--- config.mk ---
export PLATFORM = sky130hd
export DESIGN_NAME = uart_tx
export DESIGN_NICKNAME = d
export VERILOG_FILES = /design/src/rtl/uart_pkg.sv /design/src/rtl/uart_tx_datapath.sv /design/src/rtl/uart_tx.sv
export SDC_FILE = /design/constraint.sdc
export NUM_CORES = 1
export LEC_CHECK = 0
export ABC_AREA = 1
export ABC_CLOCK_PERIOD_IN_PS = 2280
export CORE_AREA = 2 2 48 68
export CTS_BUF_LIST = sky130_fd_sc_hd__clkbuf_4
export CTS_CLUSTER_SIZE = 28
export DETAILED_ROUTE_END_ITERATION = 6
export DIE_AREA = 0 0 50 70
export MAX_ROUTING_LAYER = met4
export PLACE_DENSITY_LB_ADDON = 0.12
export SKIP_CTS_REPAIR_TIMING = 1
export SLEW_MARGIN = 20
export SYNTH_ARGS = -nofsm -noshare
export SYNTH_HDL_FRONTEND = slang
export SYNTH_HIERARCHICAL = 1
export SYNTH_SLANG_ARGS = --single-unit
--- constraint.sdc ---
create_clock -name Clock -period 2.28 [get_ports Clock]
set_clock_uncertainty 0.1 [all_clocks]
set_input_delay 0.456 -clock Clock [delete_from_list [all_inputs] [get_ports Clock]]
set_output_delay 0.456 -clock Clock [all_outputs]
set_load 0.02 [all_outputs]
--- src/rtl/uart_pkg.sv ---
// Shared UART definitions: state encodings and frame defaults common to transmitter and receiver.
package uart_pkg;

    localparam int unsigned WORD_SIZE    = 8;
    localparam int unsigned CLKS_PER_BIT = 8;
    localparam int unsigned BC_SIZE      = 4;

    typedef enum logic [1:0] {
        IDLE    = 2'd0,
        WAITING = 2'd1,
        SENDING = 2'd2
    } uart_state_t;

    // Baud counter width: clog2(clks_per_bit), never narrower than one bit.
    function automatic int unsigned baud_width(input int unsigned cpb);
        return (cpb > 1) ? $clog2(cpb) : 1;
    endfunction

endpackage

--- src/rtl/uart_tx_datapath.sv ---
// Transmit datapath: double-buffered holding register, frame shift register, baud and bit counters.
module uart_tx_datapath
    import uart_pkg::*;
#(
    parameter int unsigned word_size    = WORD_SIZE,
    parameter int unsigned clks_per_bit = CLKS_PER_BIT,
    parameter int unsigned bc_size      = BC_SIZE
) (
    input  logic                 clk,
    input  logic                 rst,
    input  logic [word_size-1:0] i_data_bus,
    input  logic                 i_load_xmt_datareg,
    input  logic                 i_load_shftreg,
    input  logic                 i_start,
    input  logic                 i_shift,
    input  logic                 i_clear,
    input  logic                 i_count,
    output logic                 o_serial_out,
    output logic                 o_bc_eq_last_c,
    output logic                 o_baud_done_c
);

    localparam int unsigned BAUD_W = baud_width(clks_per_bit);

    logic [word_size-1:0] r_xmt_datareg;
    logic [word_size:0]   r_xmt_shftreg;
    logic [BAUD_W-1:0]    r_baud_cnt;
    logic [bc_size-1:0]   r_bit_cnt;

    always_ff @(posedge clk or posedge rst) begin
        if (rst) begin
            r_xmt_datareg <= '0;
        end else if (i_load_xmt_datareg) begin
            r_xmt_datareg <= i_data_bus;
        end
    end

    // Bit 0 is the line; the LSB slot of a freshly loaded word holds the idle 1 until start.
    always_ff @(posedge clk or posedge rst) begin
        if (rst) begin
            r_xmt_shftreg <= '1;
        end else if (i_load_shftreg) begin
            r_xmt_shftreg <= {r_xmt_datareg, 1'b1};
        end else if (i_start) begin
            r_xmt_shftreg[0] <= 1'b0;
        end else if (i_shift) begin
            r_xmt_shftreg <= {1'b1, r_xmt_shftreg[word_size:1]};
        end
    end

    always_ff @(posedge clk or posedge rst) begin
        if (rst) begin
            r_baud_cnt <= '0;
            r_bit_cnt  <= '0;
        end else if (i_clear) begin
            r_baud_cnt <= '0;
            r_bit_cnt  <= '0;
        end else if (i_shift) begin
            r_baud_cnt <= '0;
            r_bit_cnt  <= r_bit_cnt + bc_size'(1);
        end else if (i_count) begin
            r_baud_cnt <= r_baud_cnt + BAUD_W'(1);
        end
    end

    assign o_serial_out   = r_xmt_shftreg[0];
    assign o_baud_done_c  = (r_baud_cnt == BAUD_W'(clks_per_bit - 1));
    assign o_bc_eq_last_c = (r_bit_cnt == bc_size'(word_size + 1));

endmodule

--- src/rtl/uart_tx.sv ---
// UART transmitter top: control FSM driving the transmit datapath (start, data LSB-first, stop).
module uart_tx
    import uart_pkg::*;
#(
    parameter int unsigned word_size    = WORD_SIZE,
    parameter int unsigned clks_per_bit = CLKS_PER_BIT,
    parameter int unsigned bc_size      = BC_SIZE
) (
    input  logic                 Clock,
    input  logic                 rst_b,
    input  logic [word_size-1:0] Data_Bus,
    input  logic                 Load_XMT_datareg,
    input  logic                 Byte_ready,
    input  logic                 T_byte,
    output logic                 Serial_out,
    output logic                 Tx_busy
);

    uart_state_t r_state;
    uart_state_t w_next_state;
    logic        r_tx_busy;

    logic w_load_shftreg;
    logic w_start;
    logic w_shift;
    logic w_clear;
    logic w_count;
    logic w_bc_eq_last;
    logic w_baud_done;
    logic w_serial;

    always_ff @(posedge Clock or posedge rst_b) begin
        if (rst_b) begin
            r_state   <= IDLE;
            r_tx_busy <= 1'b0;
        end else begin
            r_state   <= w_next_state;
            r_tx_busy <= (w_next_state != IDLE);
        end
    end

    // Stop bit is the last baud period of the last bit count; leave without shifting.
    always_comb begin
        w_next_state   = r_state;
        w_load_shftreg = 1'b0;
        w_start        = 1'b0;
        w_shift        = 1'b0;
        w_clear        = 1'b0;
        w_count        = 1'b0;
        case (r_state)
            IDLE: begin
                if (Byte_ready) begin
                    w_load_shftreg = 1'b1;
                    w_next_state   = WAITING;
                end
            end
            WAITING: begin
                if (T_byte) begin
                    w_start      = 1'b1;
                    w_clear      = 1'b1;
                    w_next_state = SENDING;
                end
            end
            SENDING: begin
                if (!w_baud_done) begin
                    w_count = 1'b1;
                end else if (w_bc_eq_last) begin
                    w_clear      = 1'b1;
                    w_next_state = IDLE;
                end else begin
                    w_shift = 1'b1;
                end
            end
            default: begin
                w_next_state = IDLE;
            end
        endcase
    end

    uart_tx_datapath #(
        .word_size    (word_size),
        .clks_per_bit (clks_per_bit),
        .bc_size      (bc_size)
    ) u_datapath (
        .clk                (Clock),
        .rst                (rst_b),
        .i_data_bus         (Data_Bus),
        .i_load_xmt_datareg (Load_XMT_datareg),
        .i_load_shftreg     (w_load_shftreg),
        .i_start            (w_start),
        .i_shift            (w_shift),
        .i_clear            (w_clear),
        .i_count            (w_count),
        .o_serial_out       (w_serial),
        .o_bc_eq_last_c     (w_bc_eq_last),
        .o_baud_done_c      (w_baud_done)
    );

    assign Serial_out = w_serial;
    assign Tx_busy    = r_tx_busy;

endmodule
==> results of run 1 <==
[layout by cell type, fill, tap and decap left out]
cell type,n
ha_1,8
a211oi_1,1
a21oi_1,3
dfrtp_1,18
mux2_2,8
dfstp_2,9
o21ai_2,3
xnor2_1,2
inv_4,1
nor2_1,15
inv_2,2
clkinvlp_4,1
buf_4,3
clkdlybuf4s50_1,14
nand3_1,5
o21ai_4,1
o21ai_0,13
inv_1,21
mux2i_1,2
nand2_1,31
nand2_2,2
clkbuf_4,3
o21a_1,1
[per-stage QoR]
step	std cells	hold slack (ps)
6_report	206	191
5_1_grt	206	198
4_1_cts	206	178
3_5_place_dp	202	374
3_3_place_gp	202	376
2_1_floorplan	150	110
[cells by family (layout without fill, tap and decap cells)]
logic type	after synthesis	in the layout	share of synthesized area (%)
fa+ha+maj	8	8	7.20
mux	10	10	7.92
buf+inv	28	45	9.18
simple gates	53	53	15.1
flops	27	27	49.4
xor+xnor	2	2	1.26
compound gates	22	22	9.90
[cell usage after synthesis, types with 3 or more instances]
master / instances / area [µm²]
nor2_1: 15 / 56.3
o21ai_2: 3 / 26.3
inv_1: 21 / 78.8
dfrtp_1: 18 / 450
ha_1: 8 / 100
nand3_1: 5 / 25.0
o21ai_0: 13 / 65.1
a21oi_1: 3 / 15.0
dfstp_2: 9 / 236
mux2_2: 8 / 90.1
nand2_1: 31 / 116
[layout make-up]
cell class	count	area, µm²
inverters	24	92.6
clock inverters	1	7.51
well taps	39	48.8
fillers	272	1380
flip-flops and latches	27	687
multi-input cells	95	576
repair buffers	17	163
clock buffers	3	22.5
[layer usage]
layer	wire length (µm)	track usage (%)	vias up
met4	33	7.72	0
met1	925	16.2	452
li1	-	-	502
met5	0	-	-
met2	1160	25.3	13
met3	65	2.78	4
[flip-flops by register name (all words and copies together) (netlist names)]
| signal | count |
|---|---|
| u_datapath/r_xmt_shftreg | 9 |
| u_datapath/r_xmt_datareg | 8 |
| u_datapath/r_bit_cnt | 4 |
| u_datapath/r_baud_cnt | 3 |
| r_state | 2 |
| Tx_busy | 1 |
[power groups by stage]
| stage | Clock [mW] | Sequential [mW] | Combinational (mW) |
|---|---|---|---|
| 3_3_place_gp | 0 | 0.749 | 0.650 |
| 5_1_grt | 0.242 | 0.762 | 0.767 |
| 3_5_place_dp | 0 | 0.754 | 0.667 |
| 6_report | 0.207 | 0.741 | 0.661 |
| 4_1_cts | 0.221 | 0.743 | 0.673 |
| 2_1_floorplan | 0 | 0.757 | 0.507 |
[path summary, 6_finish.rpt]
kind | from | to | slack [ps] | depth (start not counted)
max in group asynchronous | rst_b | u_datapath/r_xmt_shftreg[7] | 1410 | 3
hold reg to reg | u_datapath/r_xmt_shftreg[1] | u_datapath/r_xmt_shftreg[1] | 390 | 2
setup reg to reg | r_state[0] | u_datapath/r_xmt_shftreg[8] | 430 | 8
hold / removal | rst_b | r_state[0] | 190 | 2
setup / recovery | u_datapath/r_xmt_shftreg[0] | Serial_out | 240 | 1
min in group Clock | u_datapath/r_xmt_shftreg[1] | u_datapath/r_xmt_shftreg[1] | 390 | 2
==> qor.yml, run 1 <==
pwr:
  switching_share_pct: 37.3
  p_sw_uw: 599
  p_per_area_nw_per_um2: 1010
  totalPowerFinal_mw: 1.61
  p_leak_nw: 0.761
  ir_drop_v: 0.000486
  comb_power_share_pct: 41.1
  p_clk_share_pct: 12.9
  p_int_mw: 1.01
  power_frac_seq_pct: 46.1
logic_synthesis:
  yosys_warnings: 6
  synth-seq-area-share_pct: 49.4
  synth-edff-count: 0
  yosys_most_used_dff: "dfrtp_1"
  syn_area_um2: 1390
  synth_cells: 150
  synth.distinct_cells: 22
  syn_nets: 171
  avgSynthCellArea_um2: 9.27
  synthArstFlopShare_pct: 100
  ys_seq_elements: 27
sta:
  setup_tns_ps: 0
  finalCritPeriodShare_pct: 89.3
  rsz0062_at_grt: "no"
  period_minus_slack_ps: 2040
  hold_viol_final: 0
  tightest_slew_ps: 392
  layout_setup_ws_ps: 244
  max_clock_freq_mhz: 491
  max-slew-margin-rel_pct: 73.8
  maxSlewViolCount: 0
  finalSetupViolCount: 0
setup_path:
  max_stage_delay_ps: 600
  cp-start-kind: "register"
  cp_top_family: "buffers and inverters"
  crit_path_max_fanout: 2
  path_buf_inv: 1
  worstSetupPathType: "register to output pin"
  cp.arrival_ps: 1480
  path_cells: "clkdlybuf4s50_1"
  cp-end-kind: "output pin"
  required_ps: 1720
  critPathSlowestCell: "clkdlybuf4s50_1"
grt:
  grt_pass1_vias: 1047
  grt_max_degree: 25
  grt_overflow: 0
  grt_antenna_before_repair: 0
  grt_pass1_wl_um: 4030
  grtUsageTotal_pct: 14.9
cts:
  clkLatencyLatePin_ps: 330
  clockRootBuffer: "clkbuf_4"
  cts-htree-levels: 1
  cts_tree: "built"
  cts_buffer_depth: 2
  cts_buffers: 3
  cts.clk_slew.worst_paths_ps: 140
  cts.sinks: 27
placed_design:
  dp_hpwl_um: 1710
  dp_worst_setup_slack_ps: 307
  numPortBuffers: 14
  placed_area_um2: 1570
  place_congestion: 0.752
detailed_routing:
  viasPerCell: 4.71
  finalWirelength_um: 2190
  ant_nets: 0
  vias: 971
  wire_per_inst_um: 10.6
  drc: 0
  drt_pass1_iterations: 2
  drt_iter0_markers: 15
cells_and_area:
  area_growth_pct: 14.9
  final_core_util_pct: 53.7
  fin_nets: 189
  postLayoutCellArea_um2: 1600
  drive_above_1_share_pct: 19.8
  n_antenna_cell: 0
floorplan:
  start_util_pct: 46.8
  pin_count: 15
  dieArea_um2: 3500
  die_w_um: 50
  die_h_um: 70
  fp-row-count: 24
  coreArea_um2: 2970
worst_hold_path:
  hold_class: "input port to asynchronous set/reset pin"
run_status:
  status: "complete, no violations"
flow_run:
  drv_cap: 0
Power figures use the tool's default switching activity.
==> run 2: changes to the inputs <==
- PLACE_DENSITY: unset -> 0.69
- PLACE_DENSITY_LB_ADDON: 0.12 -> unset
==> qor.yml, run 2 (synthesis gave the netlist of run 1 again) <==
pwr:
  ir_drop_v: 0.000632
  p_leak_nw: 0.766
  p_per_area_nw_per_um2: 1020
  power_frac_seq_pct: 45.8
  p_sw_uw: 598
  p_int_mw: 1.02
  p_clk_share_pct: 13.1
  switching_share_pct: 36.9
  comb_power_share_pct: 41.1
sta:
  finalSetupViolCount: 0
  tightest_slew_ps: 401
  maxSlewViolCount: 0
  setup_tns_ps: 0
  max-slew-margin-rel_pct: 73.1
  period_minus_slack_ps: 2020
  finalCritPeriodShare_pct: 88.8
  rsz0062_at_grt: "no"
  max_clock_freq_mhz: 494
  hold_viol_final: 0
cells_and_area:
  reg.largest.list: "u_datapath/r_xmt_shftreg x9, u_datapath/r_xmt_datareg x8, u_datapath/r_bit_cnt x4"
  max_flop_register: "u_datapath/r_xmt_shftreg"
  largest_reg_flops: 9
  final_cell_mix: "nand2_1 (31), inv_1 (21), dfrtp_1 (18), nor2_1 (15), clkdlybuf4s50_1 (14)"
  fillers: 272
  layout_commonest_cell: "nand2_1"
  drive_above_1_share_pct: 19.8
  fin_nets: 189
  n_antenna_cell: 0
  area_growth_pct: 14.9
  postLayoutCellArea_um2: 1600
detailed_routing:
  wire_per_inst_um: 10.6
  vias: 972
  ant_nets: 0
  drc: 0
  drt_pass1_iterations: 4
  drt_iter0_markers: 20
  finalWirelength_um: 2180
  viasPerCell: 4.72
cts:
  cts_tree: "built"
  cts-htree-levels: 1
  clkLatencyLatePin_ps: 320
  cts_buffer_depth: 2
  clockRootBuffer: "clkbuf_4"
  cts_buffers: 3
  cts.clk_slew.worst_paths_ps: 140
  cts.sinks: 27
setup_path:
  required_ps: 1720
  crit_path_max_fanout: 2
  cp-end-kind: "output pin"
  reg2reg_from: "r_state[0]"
  cp_top_family: "buffers and inverters"
  worstSetupPathType: "register to output pin"
  path_buf_inv: 1
  crit_cells: 1
  path_cells: "clkdlybuf4s50_1"
  critPathSlowestCell: "clkdlybuf4s50_1"
  worstReg2RegEnd: "u_datapath/r_xmt_shftreg[8]"
  max_stage_delay_ps: 590
  worstRegToRegCells: 8
  r2r_slack_ps: 420
  cp-start-kind: "register"
  cp.arrival_ps: 1470
grt:
  gr-max-usage-layer: "met2"
  grt_pass1_vias: 1055
  use_met1_pct: 17.9
  grtUsageTotal_pct: 15.6
  grt_pass1_wl_um: 4190
  grt_overflow: 0
  grt_max_degree: 25
  grt_antenna_before_repair: 0
  grt_use_met3_pct: 1.50
  grtUsageMet2_pct: 26.5
floorplan:
  dieArea_um2: 3500
  die_h_um: 70
  fp-row-count: 24
  die_w_um: 50
  coreArea_um2: 2970
  pin_count: 15
  start_util_pct: 46.8
placed_design:
  place_congestion: 0.814
  placed_area_um2: 1570
  numPortBuffers: 14
  dp_hpwl_um: 1730
worst_hold_path:
  hold_class: "input port to asynchronous set/reset pin"
flow_run:
  drv_cap: 0
run_status:
  status: "complete, no violations"
## run 2: cell count changes in the layout (fill, tap and decap cells not counted)
cell,before,now
clkbuf_4,3,4
clkinvlp_4,1,0
## run 2: how the worst max path moves through the flow
stage | startpoint | end | slack (ps)
after global routing | r_state[0] | u_datapath/r_xmt_shftreg[8] | 190
final | u_datapath/r_xmt_shftreg[0] | Serial_out | 260
after CTS | u_datapath/r_xmt_shftreg[0] | Serial_out | 240
after floorplan | u_datapath/r_baud_cnt[0] | u_datapath/r_bit_cnt[3] | 640
after detailed placement | T_byte | u_datapath/r_bit_cnt[3] | 330
after global placement | T_byte | u_datapath/r_bit_cnt[3] | 360
## run 2: stage by stage
stage	util (%)	instances	setup WS (ps)	power [mW]	hold slack, ps
after detailed placement	52.7	202	333	1.43	378
after global placement	52.7	202	357	1.39	375
after global routing	53.7	206	192	1.79	227
final	53.7	206	255	1.62	209
after CTS	53.7	206	242	1.64	208
after floorplan	-	150	638	1.26	110
## run 2: final cells by class
cell class | instances | area, µm² | share of cell area [%]
multi-input cells | 95 | 576 | 36.1
repair buffers | 17 | 163 | 10.2
clock buffers | 4 | 30.0 | 1.88
well taps | 39 | 48.8 | 3.06
flip-flops and latches | 27 | 687 | 43.0
inverters | 24 | 92.6 | 5.80
## run 2: per-layer routing
metal | routed length [µm] | part of all wire [%]
met1 | 883 | 41
met2 | 1200 | 55
met3 | 37 | 1.7
met4 | 51 | 2.3
met5 | 0 | 0
## run 2: power by group through the flow
stage | Sequential, mW | Combinational [mW] | Clock [mW]
floorplan | 0.757 | 0.507 | 0
global route | 0.765 | 0.788 | 0.240
global placement | 0.747 | 0.643 | 0
detailed placement | 0.758 | 0.670 | 0
finish | 0.744 | 0.666 | 0.213
CTS | 0.748 | 0.674 | 0.221
==> RTL edit 1: new RTL, flow settings as in run 2 <==
One comparison of `r_bit_cnt` changes from == to >=.
--- a/src/rtl/uart_tx_datapath.sv
+++ b/src/rtl/uart_tx_datapath.sv
@@ -65,7 +65,7 @@
 
     assign o_serial_out   = r_xmt_shftreg[0];
     assign o_baud_done_c  = (r_baud_cnt == BAUD_W'(clks_per_bit - 1));
-    assign o_bc_eq_last_c = (r_bit_cnt == bc_size'(word_size + 1));
+    assign o_bc_eq_last_c = (r_bit_cnt >= bc_size'(word_size + 1));
 
 endmodule
 
Behaviour: same outputs for any inputs over 10 cycles, from zero or initial values and one cycle with rst_b high; that may be too few to reach the edited logic, so the function may still have changed.
==> RTL edit 1 against run 2 <==
- non-clock buffer count decreased by 2
- final area decreased by 0.39%
- critical endpoint unchanged
- sequential share of layout area increased by 0.17 points
- utilization decreased by 0.21 points
- sequential cell count unchanged
- clock power increased by 2%
- worst setup slack got worse by 0.014 ns
- critical path depth unchanged
- power decreased by 4.4%
- wire length increased by 12%
- global-route usage increased by 1.4 points
- largest cell class unchanged
- synthesized area decreased by 1.2%
- sequential power decreased by 1%
==> RTL edit 1: results (changes against run 2) <==
Status: finished clean
Largest net degree at the start of global routing: 25 (unchanged)
1st-iter DRT viols: 20 (unchanged)
Max-slew violations: 0 (unchanged)
Peak VDD IR: 0.580 mV (-8.1%)
Critical path's top delay family: buffers and inverters
Reg2Reg Depth: 9 (+1)
Syn Nets: 179 (+4.7%)
Main flop type after synthesis: dfrtp_1
H-tree depth: 1 (unchanged)
Static Leak: 0.774 nW (+1.0%)
Post-place setup slack: 0.380 ns (+0.0466 ns)
Clock Latency Late Sink: 0.33 ns
Vias: 1052 (+8.2%)
Routability cong.: 0.803 (-1.4%)
Worst Tran Pin Value: 0.469 ns (+0.0678 ns)
GRT Util Overall: 0.170 (+0.0138)
Routed Wire Length: 2.44 mm (+12%)
Synth cell count leaders: 44 x nand2_1, 20 x inv_1, 18 x dfrtp_1
Drt first pass iters: 5 (+1)
Clk root buf: clkbuf_4
Nets@finish: 197 (+4.2%)
Met1 usage: 0.170 (-0.00830)
FFs w/ async S/R, synth: 1.00 (unchanged)
Num CTS Buffers: 3 (unchanged)
Max Buffers Root-to-Sink: 2 (unchanged)
Clock edge transition at the registers on the reported setup and hold paths: 0.14 ns (about the same)
Met3 Use GR: 0.0342 (+0.0192)
Share of Yosys cell area claimed by the top area cell type: 0.328 (+0.00384)
Synth top area cells: dfrtp_1 33%, dfstp_2 17%, nand2_1 12%, ha_1 8.2%, mux2_2 5.7%
Ant. Diodes: 0 (unchanged)
Initial antenna violation count: 0 (unchanged)
Port bufs: 14 (unchanged)
Tcrit/Tclk final: 0.894 (+0.00629)
Top flop regs: u_datapath/r_xmt_shftreg (9), u_datapath/r_xmt_datareg (8), u_datapath/r_bit_cnt (4)
DP HPWL: 1.89 mm (+8.9%)
Share of cells above drive strength 1: 0.172 (-0.0252)
CP max FO: 2 (unchanged)
CP max-delay cell: clkdlybuf4s50_1
Peak per-stage delay on the critical path: 0.60 ns
Number of distinct library cells after synthesis: 19 (-14%)
Seq/Total Area, Yosys: 0.500 (+0.00585)
Worst hold path class: input port to async pin
Synthesis warning total: 6 (unchanged)
Met2 GRT Util: 0.306 (+0.0409)
Global-route wire length before repair: 4.46 mm (+6.4%)
Reg-to-reg setup timing slack: 0.36 ns (-0.06 ns)
Filler Cells Inserted: 276 (+1.5%)
CP arrival: 1.48 ns
-- RTL edit 1: cell type report --
type                       count  area, µm²  share of cell area
clock buffer                   4       30.0              0.0189
inverter                      23       86.3              0.0543
multi-input combinational    105        591               0.371
sequential                    27        687               0.432
tap                           39       48.8              0.0307
timing repair buffer          15        148              0.0928
-- RTL edit 1: metrics by stage --
| step | hold WS (ns) | area [µm²] | instances | util | power [mW] |
|---|---|---|---|---|---|
| 4_1_cts | 0.196 | 1590 | 213 | 0.535 | 1.57 |
| 6_report | 0.208 | 1590 | 213 | 0.535 | 1.55 |
| 2_1_floorplan | 0.110 | 1370 | 157 | - | 1.18 |
| 5_1_grt | 0.207 | 1590 | 213 | 0.535 | 1.70 |
| 3_3_place_gp | 0.358 | 1560 | 209 | 0.525 | 1.30 |
| 3_5_place_dp | 0.358 | 1560 | 209 | 0.525 | 1.34 |
-- RTL edit 1: logic make-up (layout without fill, tap and decap cells) --
| family | count (synthesis) | after routing | synth area share |
|---|---|---|---|
| compound gates | 19 | 19 | 0.0747 |
| xor+xnor | 1 | 1 | 0.00638 |
| fa+ha+maj | 9 | 9 | 0.0820 |
| buf+inv | 25 | 42 | 0.0701 |
| flops | 27 | 27 | 0.500 |
| mux | 7 | 7 | 0.0574 |
| simple gates | 69 | 69 | 0.209 |
-- RTL edit 1: final timing paths --
kind                                                         start                                      end
max                        u_datapath/r_xmt_shftreg[0]$_DFFE_PP1P_                               Serial_out
min                                                          rst_b                        Tx_busy$_DFF_PP0_
max reg2reg                    u_datapath/r_bit_cnt[1]$_DFFE_PP0P_  u_datapath/r_xmt_shftreg[1]$_DFFE_PP1P_
min reg2reg                u_datapath/r_xmt_shftreg[5]$_DFFE_PP1P_  u_datapath/r_xmt_shftreg[5]$_DFFE_PP1P_
max in group asynchronous                                    rst_b  u_datapath/r_xmt_shftreg[3]$_DFFE_PP1P_
min in group Clock         u_datapath/r_xmt_shftreg[5]$_DFFE_PP1P_  u_datapath/r_xmt_shftreg[5]$_DFFE_PP1P_
-- RTL edit 1: where the power goes --
part	internal (mW)	switching [mW]
Combinational	0.237	0.363
Sequential	0.661	0.0716
Clock	0.0805	0.137
Total	0.979	0.572
-- RTL edit 1: routing by layer --
metal  share of wire  routed length (µm)
met1            0.39                 963
met2            0.56                1370
met3           0.026                  64
met4           0.017                  42
met5               0                   0
==> RTL edit 2: new RTL, settings of run 2 <==
Made on the original files. Set the package constant `WORD_SIZE` to 4 (it was 8).
--- a/src/rtl/uart_pkg.sv
+++ b/src/rtl/uart_pkg.sv
@@ -1,7 +1,7 @@
 // Shared UART definitions: state encodings and frame defaults common to transmitter and receiver.
 package uart_pkg;
 
-    localparam int unsigned WORD_SIZE    = 8;
+    localparam int unsigned WORD_SIZE    = 4;
     localparam int unsigned CLKS_PER_BIT = 8;
     localparam int unsigned BC_SIZE      = 4;
 
Interface: changed (resized Data_Bus); port bits go from 15 to 11. No check against the original RTL was run, so the function may have changed too.
==> RTL edit 2 against run 2 <==
- hold slack improved by 0.021 ns
- power shrank 19%
- register-to-register slack gained 0.18 ns
- maximum frequency up 1.1%
- worst setup slack better by 0.022 ns
- highest routed layer unchanged
- critical path type unchanged
- first-iteration DRC count decreased by 10%
- wire length down 23%
- sequential cell count shrank 8
- critical path depth unchanged
- synthesized area fell by 26%
- global-route usage shrank 3.8 points
- non-clock buffer count down 6
- final area fell by 25%
- largest power group is now combinational cells
==> RTL edit 2: results (changes against run 2) <==
Status: finished clean
Initial antenna violation count: 0 (unchanged)
Filler Cells Inserted: 291 (+7.0%)
# DRC: 0 (unchanged)
Global-route wire length before repair: 3.17 mm (-24%)
CP max FO: 2 (unchanged)
Max_slew headroom: 0.596 (-0.135)
Top flop regs: u_datapath/r_xmt_shftreg (5), u_datapath/r_bit_cnt (4), u_datapath/r_xmt_datareg (4)
Top Metal Used: met4
Share of cells above drive strength 1: 0.148 (-0.0495)
Seq/Total Area, Yosys: 0.468 (-0.0258)
Synth cell count leaders: 33 x nand2_1, 16 x inv_1, 14 x dfrtp_1, 14 x nor2_1, 8 x ha_1
Met3 Use GR: 0.0128 (-0.00214)
Port bufs: 10 (-4)
Critical path's top delay family: buffers and inverters
Clk root buf: clkbuf_4
Synth top area cells: dfrtp_1 34%, dfstp_2 13%, nand2_1 12%, ha_1 9.7%, inv_1 5.8%
Layout overhead on the synthesized area: 17.0%
Placed Cells: 170 (-16%)
1st-iter DRT viols: 18 (-10%)
FFs w/ async S/R, synth: 1.00 (unchanged)
Drt first pass iters: 4 (unchanged)
H-tree depth: 1 (unchanged)
Met3 wire len: 50 µm (+35%)
Switching Fraction: 0.391 (+0.0227)
Clock edge transition at the registers on the reported setup and hold paths: 0.10 ns (-0.04 ns)
Static Leak: 0.614 nW (-20%)
Clock Latency Late Sink: 0.30 ns (-0.02 ns)
Peak VDD IR: 0.498 mV (-21%)
DP HPWL: 1.32 mm (-24%)
Post-place setup slack: 0.471 ns (+0.138 ns)
Wire per inst: 9.63 µm (-8.8%)
DR WL met2: 830 µm (-31%)
Synthesis warning total: 6 (unchanged)
Reg2Reg Depth: 8 (unchanged)
Nets@finish: 153 (-19%)
Number of distinct library cells after synthesis: 23 (+4.5%)
Routed Wire Length: 1.68 mm (-23%)
Met2 GRT Util: 0.193 (-0.0716)
CP arrival: 1.45 ns (-0.02 ns)
Worst hold path class: input port to async pin
Met1 wire length: 744 µm (-16%)
CP max-delay cell: clkdlybuf4s50_1
Largest net degree at the start of global routing: 17 (-32%)
GRT Util Overall: 0.118 (-0.0380)
Avg Inst Size Synth: 8.50 µm² (-8.3%)
Routability cong.: 0.728 (-11%)
Peak per-stage delay on the critical path: 0.60 ns
Met1 usage: 0.136 (-0.0429)
Ant. Diodes: 0 (unchanged)
Syn Nets: 138 (-19%)
Vias: 776 (-20%)
-- RTL edit 2: worst paths after layout --
| path | start | end | slack [ns] |
|---|---|---|---|
| max | u_datapath/r_xmt_shftreg[0]$_DFFE_PP1P_ | Serial_out | 0.28 |
| min reg2reg | u_datapath/r_xmt_shftreg[4]$_DFFE_PP1P_ | u_datapath/r_xmt_shftreg[4]$_DFFE_PP1P_ | 0.37 |
| min in group Clock | u_datapath/r_xmt_shftreg[4]$_DFFE_PP1P_ | u_datapath/r_xmt_shftreg[4]$_DFFE_PP1P_ | 0.37 |
| max in group asynchronous | rst_b | u_datapath/r_baud_cnt[0]$_DFFE_PP0P_ | 1.25 |
| min | rst_b | r_state[1]$_DFF_PP0_ | 0.23 |
| max reg2reg | u_datapath/r_baud_cnt[0]$_DFFE_PP0P_ | u_datapath/r_baud_cnt[1]$_DFFE_PP0P_ | 0.60 |
-- RTL edit 2: area by class of cell --
type,instances,share of cell area
Clock buffer,4,0.0249
Inverter,19,0.0593
Multi-Input combinational cell,82,0.386
Sequential cell,19,0.400
Tap cell,39,0.0405
Timing Repair Buffer,11,0.0894
-- RTL edit 2: power groups by stage --
stage | registers [mW] | logic, mW | clock network (mW)
after floorplan | 0.571 | 0.426 | 0
after global placement | 0.563 | 0.559 | 0
after detailed placement | 0.571 | 0.578 | 0
after CTS | 0.564 | 0.583 | 0.191
after global routing | 0.583 | 0.675 | 0.203
final | 0.562 | 0.575 | 0.180
-- RTL edit 2: logic make-up (layout without fill, tap and decap cells) --
family | after synthesis | in the layout | synth area share
mux | 3 | 3 | 0.0328
xor+xnor | 1 | 1 | 0.00852
simple gates | 56 | 56 | 0.229
fa+ha+maj | 8 | 8 | 0.0973
compound gates | 14 | 14 | 0.0839
buf+inv | 20 | 34 | 0.0803
flops | 19 | 19 | 0.468
